===== src/rtl/alu_sequencer.sv =====
// Single-issue RV32I OP/OP-IMM execute controller: decode, operand fetch, ALU issue, writeback.
// Define ALU_SEQ_SHIFT_TRAP_EN to reject all shift instructions as illegal.
module alu_sequencer (
  input  logic        clk,
  input  logic        rst_n,
  input  logic        instr_valid,
  input  logic [31:0] instr,
  output logic        instr_ready,
  output logic [31:0] alu_rs1,
  output logic [31:0] alu_rs2,
  output logic [3:0]  alu_op,
  input  logic [31:0] alu_rd,
  output logic        done,
  output logic        illegal,
  input  logic [4:0]  dbg_addr,
  output logic [31:0] dbg_data
);

  typedef enum logic [1:0] {IDLE, EXEC, WB} state_t;

  typedef struct packed {
    logic        ill;
    logic [3:0]  op;
    logic [31:0] a;
    logic [31:0] b;
  } dec_t;

  state_t state, state_nxt;
  dec_t   dec;

  logic [31:1][31:0] rf;
  logic [4:0]        rd_q;
  logic              ill_q;

  logic [6:0]  opc, f7;
  logic [2:0]  f3;
  logic [4:0]  rs1, rs2;
  logic        is_op, is_imm;
  logic [31:0] rs1_val, rs2_val;

  assign opc    = instr[6:0];
  assign f3     = instr[14:12];
  assign rs1    = instr[19:15];
  assign rs2    = instr[24:20];
  assign f7     = instr[31:25];
  assign is_op  = (opc == 7'b0110011);
  assign is_imm = (opc == 7'b0010011);

  // x0 has no storage; reads of index 0 are forced to zero
  assign rs1_val  = (rs1 == 5'd0)      ? 32'd0 : rf[rs1];
  assign rs2_val  = (rs2 == 5'd0)      ? 32'd0 : rf[rs2];
  assign dbg_data = (dbg_addr == 5'd0) ? 32'd0 : rf[dbg_addr];

  always_comb begin
    dec     = '0;
    dec.a   = rs1_val;
    if (is_op) begin
      dec.op  = {f7[5], f3};
      dec.b   = rs2_val;
      if (f7 != 7'b0000000 && f7 != 7'b0100000)
        dec.ill = 1'b1;
      else if (f7 == 7'b0100000 && f3 != 3'b000 && f3 != 3'b101)
        dec.ill = 1'b1;
    end else if (is_imm) begin
      dec.op  = (f3 == 3'b101) ? {instr[30], f3} : {1'b0, f3};
      dec.b   = {{20{instr[31]}}, instr[31:20]};
      if (f3 == 3'b001 && f7 != 7'b0000000)
        dec.ill = 1'b1;
      if (f3 == 3'b101 && f7 != 7'b0000000 && f7 != 7'b0100000)
        dec.ill = 1'b1;
    end else begin
      dec.ill = 1'b1;
    end
`ifdef ALU_SEQ_SHIFT_TRAP_EN
    if ((is_op || is_imm) && (f3 == 3'b001 || f3 == 3'b101))
      dec.ill = 1'b1;
`endif
    // Rejected instructions present an all-zero ADD to the ALU
    if (dec.ill) begin
      dec.op = 4'd0;
      dec.a  = 32'd0;
      dec.b  = 32'd0;
    end
  end

  always_ff @(posedge clk or negedge rst_n)
    if (!rst_n) state <= IDLE;
    else        state <= state_nxt;

  always_comb begin
    state_nxt   = state;
    instr_ready = 1'b0;
    case (state)
      IDLE: begin
        instr_ready = 1'b1;
        if (instr_valid) state_nxt = EXEC;
      end
      EXEC:    state_nxt = WB;
      WB:      state_nxt = IDLE;
      default: state_nxt = IDLE;
    endcase
  end

  always_ff @(posedge clk or negedge rst_n) begin
    if (!rst_n) begin
      alu_rs1 <= '0;
      alu_rs2 <= '0;
      alu_op  <= '0;
      done    <= 1'b0;
      illegal <= 1'b0;
      rd_q    <= '0;
      ill_q   <= 1'b0;
      rf      <= '0;
    end else begin
      done    <= 1'b0;
      illegal <= 1'b0;
      if (state == IDLE && instr_valid) begin
        alu_rs1 <= dec.a;
        alu_rs2 <= dec.b;
        alu_op  <= dec.op;
        rd_q    <= instr[11:7];
        ill_q   <= dec.ill;
      end
      // Flags are registered at the EXEC edge so they are high exactly in WB
      if (state == EXEC) begin
        done    <= 1'b1;
        illegal <= ill_q;
      end
      if (state == WB && !ill_q && rd_q != 5'd0)
        rf[rd_q] <= alu_rd;
    end
  end

endmodule


===== config.mk =====
export PLATFORM = sky130hd
export DESIGN_NAME = alu_sequencer
export DESIGN_NICKNAME = d
export VERILOG_FILES = /design/src/rtl/alu_sequencer.sv
export SDC_FILE = /design/constraint.sdc
export NUM_CORES = 2
export LEC_CHECK = 0
export BUFFER_PORTS_ARGS = -buffer_cell sky130_fd_sc_hd__buf_4
export CAP_MARGIN = 20
export CORE_MARGIN = 4
export CORE_UTILIZATION = 50
export CTS_CLUSTER_DIAMETER = 60
export DETAILED_ROUTE_END_ITERATION = 8
export GPL_TIMING_DRIVEN = 0
export PLACE_DENSITY_LB_ADDON = 0.08
export RECOVER_POWER = 100
export SETUP_SLACK_MARGIN = 0.15
export SLEW_MARGIN = 20
export SYNTH_ARGS = -nofsm -noshare
export SYNTH_HDL_FRONTEND = slang
export SYNTH_SLANG_ARGS = --single-unit

===== constraint.sdc =====
create_clock -name clk -period 2.4 [get_ports clk]
set_input_delay 0.24 -clock clk [delete_from_list [all_inputs] [get_ports clk]]
set_output_delay 0.24 -clock clk [all_outputs]
set_load 0.02 [all_outputs]

== Word-level counts from Yosys, hierarchy flattened ==
Cells that the tools add are included.

* $lt $le $gt $ge: 5
* Equality and inequality tests: 10
* Mux-type cells: 28
* Reductions and logical operators: 18

{| class="wikitable"
|+ Operators by type and width
! cell !! count
|-
| 992-bit bitwise mux || 1
|-
| 32-bit binary-select mux with 5-bit select || 3
|-
| 32-bit two-way mux || 9
|-
| 32-bit demux with 5-bit select || 1
|-
| 68-bit two-way mux || 1
|-
| 5-bit by 6-bit < comparator with 1-bit output (second input constant) || 4
|-
| 5-bit logical NOT || 3
|-
| 7-bit by 6-bit equality test with 1-bit output (second input constant) || 2
|-
| 1-bit logical AND || 10
|-
| 1-bit two-way mux || 8
|-
| 4-bit two-way mux || 2
|-
| 7-bit by 5-bit equality test with 1-bit output (second input constant) || 1
|-
| 7-bit by 6-bit != test with 1-bit output (second input constant) || 1
|-
| 7-bit nonzero test || 1
|-
| 5-bit by 1-bit >= comparator with 1-bit output (second input constant) || 1
|-
| 5-bit two-way mux || 1
|-
| 5-bit nonzero test || 1
|-
| 2-bit case mux with 2 select lines || 1
|-
| 3-bit by 1-bit equality test with 1-bit output (second input constant) || 1
|-
| 3-bit equality test (second input constant) || 1
|-
| 3-bit != test (second input constant) || 1
|-
| 3-bit nonzero test || 1
|-
| 2-bit by 1-bit equality test with 1-bit output (second input constant) || 1
|-
| 2-bit equality test (second input constant) || 1
|-
| other kinds (4) || 4
|}

* Bits in registers: 1070
* Bits of input ports: 72
* Word-level logic and storage cells: 100

== Logic depth before layout (Yosys ltp) ==
* Depth in word-level cells: 7
* Mapped depth: 9
* Depth with buffers taken out: 7

== Worst setup path before layout ==
OpenSTA, ideal clock, no wires.

* Kind: input -> output
* From: in dbg_addr[1]
* To: out dbg_data[0]
* Data arrival time: 2.142 ns
* Required time: 2.160 ns
* Slack: 0.018 ns
* Stages on the path: 7
* Buffers on the path: 4
* Path through: clkbuf_1 -> buf_2 -> clkbuf_1 -> buf_2 -> mux4_2 -> mux4_2 -> mux2_2

* Word-level cells in the longest chain between the ends: 3

{| class="wikitable"
|+ Ends and longest elaborated chain
! what !! line !! source
|-
| from (decl) || 15 || <nowiki>input logic [4:0] dbg_addr,</nowiki>
|-
| 32-bit binary-select mux with 5-bit select || 52 || <nowiki>assign dbg_data = (dbg_addr == 5'd0) ? 32'd0 : rf[dbg_addr];</nowiki>
|-
| 32-bit two-way mux (not written as such) || 52 ||
|-
| 32-bit two-way mux * || 52 ||
|-
| to (decl) || 16 || <nowiki>output logic [31:0] dbg_data</nowiki>
|}

Every way passes the cells marked *; elsewhere a longest branch is shown, timed or not. The select of a mux whose other input is x is not followed.

== Worst setup path after layout ==
* From: reg rf[256] (netlist name)
* To: out dbg_data[0]

* Word-level cells in the longest chain between the ends: 3

{| class="wikitable"
|+ Ends and longest elaborated chain
! what !! line !! source
|-
| from (decl) || 31 || <nowiki>logic [31:1][31:0] rf;</nowiki>
|-
| from (signal, indexed assignment) || 130 || <nowiki>rf[rd_q] <= alu_rd;</nowiki>
|-
| 32-bit binary-select mux with 5-bit select || 52 ||
|-
| 32-bit two-way mux (not written as such) || 52 ||
|-
| 32-bit two-way mux || 52 ||
|}

Every way passes these cells. The select of a mux whose other input is x is not followed.

==> results_dict.tcl <==
set metrics [dict create \
    synth_xor_xnor_area_share_pct 0 \
    cts.sinks 1070 \
    via_per_inst 7.79 \
    cpMostUsedCell "mux4_2" \
    dpl_worst_slack_ns -1.80 \
    avgRoutedWirePerCell_um 48.4 \
    area_delta_synth_final_pct 22.9 \
    worstPathMaxFanout 3 \
    layout_setup_ws_ns -0.712 \
    cts_buffers 134 \
    cp.arrival_ns 2.87 \
    boundaryPins 175 \
    crit_end "dbg_data[0]" \
    critPathSlowestCell "mux4_2" \
    drv_slew 21 \
    die_h_um 364 \
    grt_max_degree 140 \
    core_area_mm2 0.126 \
    first_pass_iters 7 \
    clk_latency_ns 0.80 \
    power_density_mw_per_mm2 638 \
    post-dp-hpwl_um 221000 \
    drc 0 \
    antenna_found_initial 22 \
    crit_chain "mux4_2, mux4_2, mux2_4, buf_6" \
    vdd_drop_max_uv 832 \
    ys_types 56 \
    synthMuxAreaShare_pct 46.3 \
    yosysWarnings 0 \
    reg2regPathDepth 8 \
    hold_class "in -> async" \
    fill_cells 9709 \
    tightest_slew_ns 1.52 \
    avgSynthCellArea_um2 14.7 \
    grt.total_usage_pct 48.3 \
    htreeDepth 4 \
    grt_overflow 0 \
    synth_top_family_by_area "multiplexers" \
    routed_wl_um 326000 \
    endpoint_kind "output port" \
    rrSetupSlack_ns -0.71 \
    io_buffer_count 166 \
    clock_path_buffers 3 \
    regArea_mm2 0.0268 \
    synth.top_cells.by_count "mux2_2, dfrtp_1, mux4_2" \
    rsz0062_at_grt "yes" \
    ant_nets 0 \
    cts_tree "yes" \
    die_width_um 364 \
    synthSimpleGateAreaFrac_pct 3.16 \
    synth-main-ff-cell "dfrtp_1" \
    num_rows 130 \
    drt_iter0_drc 9168 \
    grt_pass1_wl_um 427000 \
    synthTopCellsByArea "dfrtp_1, mux4_2, mux2_2, clkbuf_1, a22oi_1" \
    crit_start "rf[256]" \
    synth_top_area_share_pct 42.2 \
    failed_checks "max-capacitance violations, max-slew violations, negative setup slack" \
    synth_fa_ha_area_share_pct 0 \
    multi_input_area_mm2 0.0358 \
    fin_crit_sh_pct 130 \
    die-area_mm2 0.133 \
    grt_pass1_vias 49300 \
    ys_seq_elements 1070 \
    critPathKind "reg -> out" \
    layout.nets 5029 \
    initial_core_util_pct 50.4 \
    place_congestion 1.02 \
    period_minus_slack_ns 3.11 \
    status "finished, violations left" \
    r2r_start "state[0]" \
    hold_slack_ns 0.0104 \
    yosysMostFrequentCell "mux2_2" \
    async_flop_share_pct 100 \
    reg2reg_to "rf[590]" \
    setup_viol 1268 \
    hold_viol 0 \
    crit_required_ns 2.16 \
    leakage_nw 32.5 \
    drive_gt1_share_pct 57.4 \
    synth_nets 4379 \
    slew_headroom_pct -1.54 \
    synth_largest_area_cell "dfrtp_1" \
    cp_slowest_stage_delay_ns 0.66 \
    dr_total_vias 52500 \
    synth.yosys.seq_area_share_pct 42.2 \
    root_buffer "clkbuf_16" \
    synthCells 4307 \
    synth_compound_area_share_pct 4.94 \
    path_clk_slew_ns 0.06 \
    synth_edf_count 0 \
    cap_violations 2 \
    fmax_mhz 321 \
    skew_ns 0.0229 \
    startpoint_type "register" \
    syn_area_mm2 0.0634 \
]
flip-flops by register name, summed over array words and instances (netlist names):
signal,flops
illegal,1
rd_q,5
rf,992
ill_q,1
done,1
state,2
alu_rs2,32
alu_rs1,32
alu_op,4
placed cells by master, fill, tap and decap left out, types with 48 or more instances in the layout:
cell / count
a21oi_1: 54
a221oi_1: 51
a22oi_1: 101
buf_12: 65
buf_4: 320
buf_6: 105
clkbuf_1: 190
clkbuf_16: 156
clkbuf_2: 99
dfrtp_1: 1068
dlygate4sd3_1: 48
mux2_2: 934
mux2_4: 183
mux4_2: 735
nand2_1: 149
nor2_1: 75
o22ai_1: 57
report_power, final:
group	internal (mW)	switching [mW]
Clock	12.5	8.68
Combinational	3.66	5.44
Sequential	18.8	0.713
Total	34.9	14.8
per-stage QoR:
step / instance area [um^2] / instances / util (%) / TNS, ns / power (mW)
after floorplan: 63500 / 4307 / - / 0 / 23.9
after global placement: 66800 / 6123 / 53.1 / - / 27.5
after detailed placement: 67700 / 6154 / 53.9 / -989.90 / 27.7
after CTS: 75900 / 6604 / 60.3 / -116.00 / 48.8
after global routing: 77900 / 6707 / 61.9 / -433.98 / 50.4
final: 77900 / 6736 / 62.0 / -341.85 / 49.7
cells by family (layout without fill, tap and decap cells):
family | count (synthesis) | in the layout
flip-flops | 1070 | 1070
other | 0 | 29
buffers and inverters | 495 | 1245
multiplexers | 1874 | 1874
AND/OR/NAND/NOR | 421 | 421
AO/OA/AOI/OAI | 447 | 447
layout make-up:
cell class | instances | area share, %
antenna | 29 | 0.0931
buffer | 488 | 4.69
clock buffer | 195 | 5.16
clock inverter | 41 | 0.575
inverter | 6 | 0.0433
multi-input combinational | 2742 | 45.9
sequential | 1070 | 34.4
tap | 1650 | 2.65
timing repair buffer | 515 | 6.54
metal layers:
metal	up-vias	track usage, %	wire length, um
met5	-	1.63	875
met2	5251	64.2	129000
met3	1467	26.6	55700
li1	18500	-	-
met1	27200	59.6	111000
met4	22	33.7	30300
worst min-delay path by stage:
| stage | to | slack, ns | cells after the start |
|---|---|---|---|
| detailed placement | rf[827] | 0.18 | 1 |
| floorplan | alu_op[0] | -0.06 | 0 |
| global route | rf[827] | 0.06 | 2 |
| CTS | rf[827] | 0.03 | 2 |
| global placement | alu_rs1[3] | 0.46 | 2 |
| finish | rf[827] | 0.01 | 2 |
repair_timing:
| action | 4_1_cts | 5_1_grt |
|---|---|---|
| hold buffers | 48 | 0 |
| pin swaps | 11 | 19 |
| cloned | 10 | 13 |
| gates resized for setup | 542 | 521 |
| hold endpoints to repair | 420 | 0 |
| buffers inserted | 157 | 90 |
| setup endpoints to repair | 1098 | 1231 |
critical path, delay by kind of cell (launching register included):
family,cells,cell delay [ns]
buf+inv,1,0.14
mux,3,1.51
flops,1,0.42
Note: power is estimated with default switching activity, not from simulation.
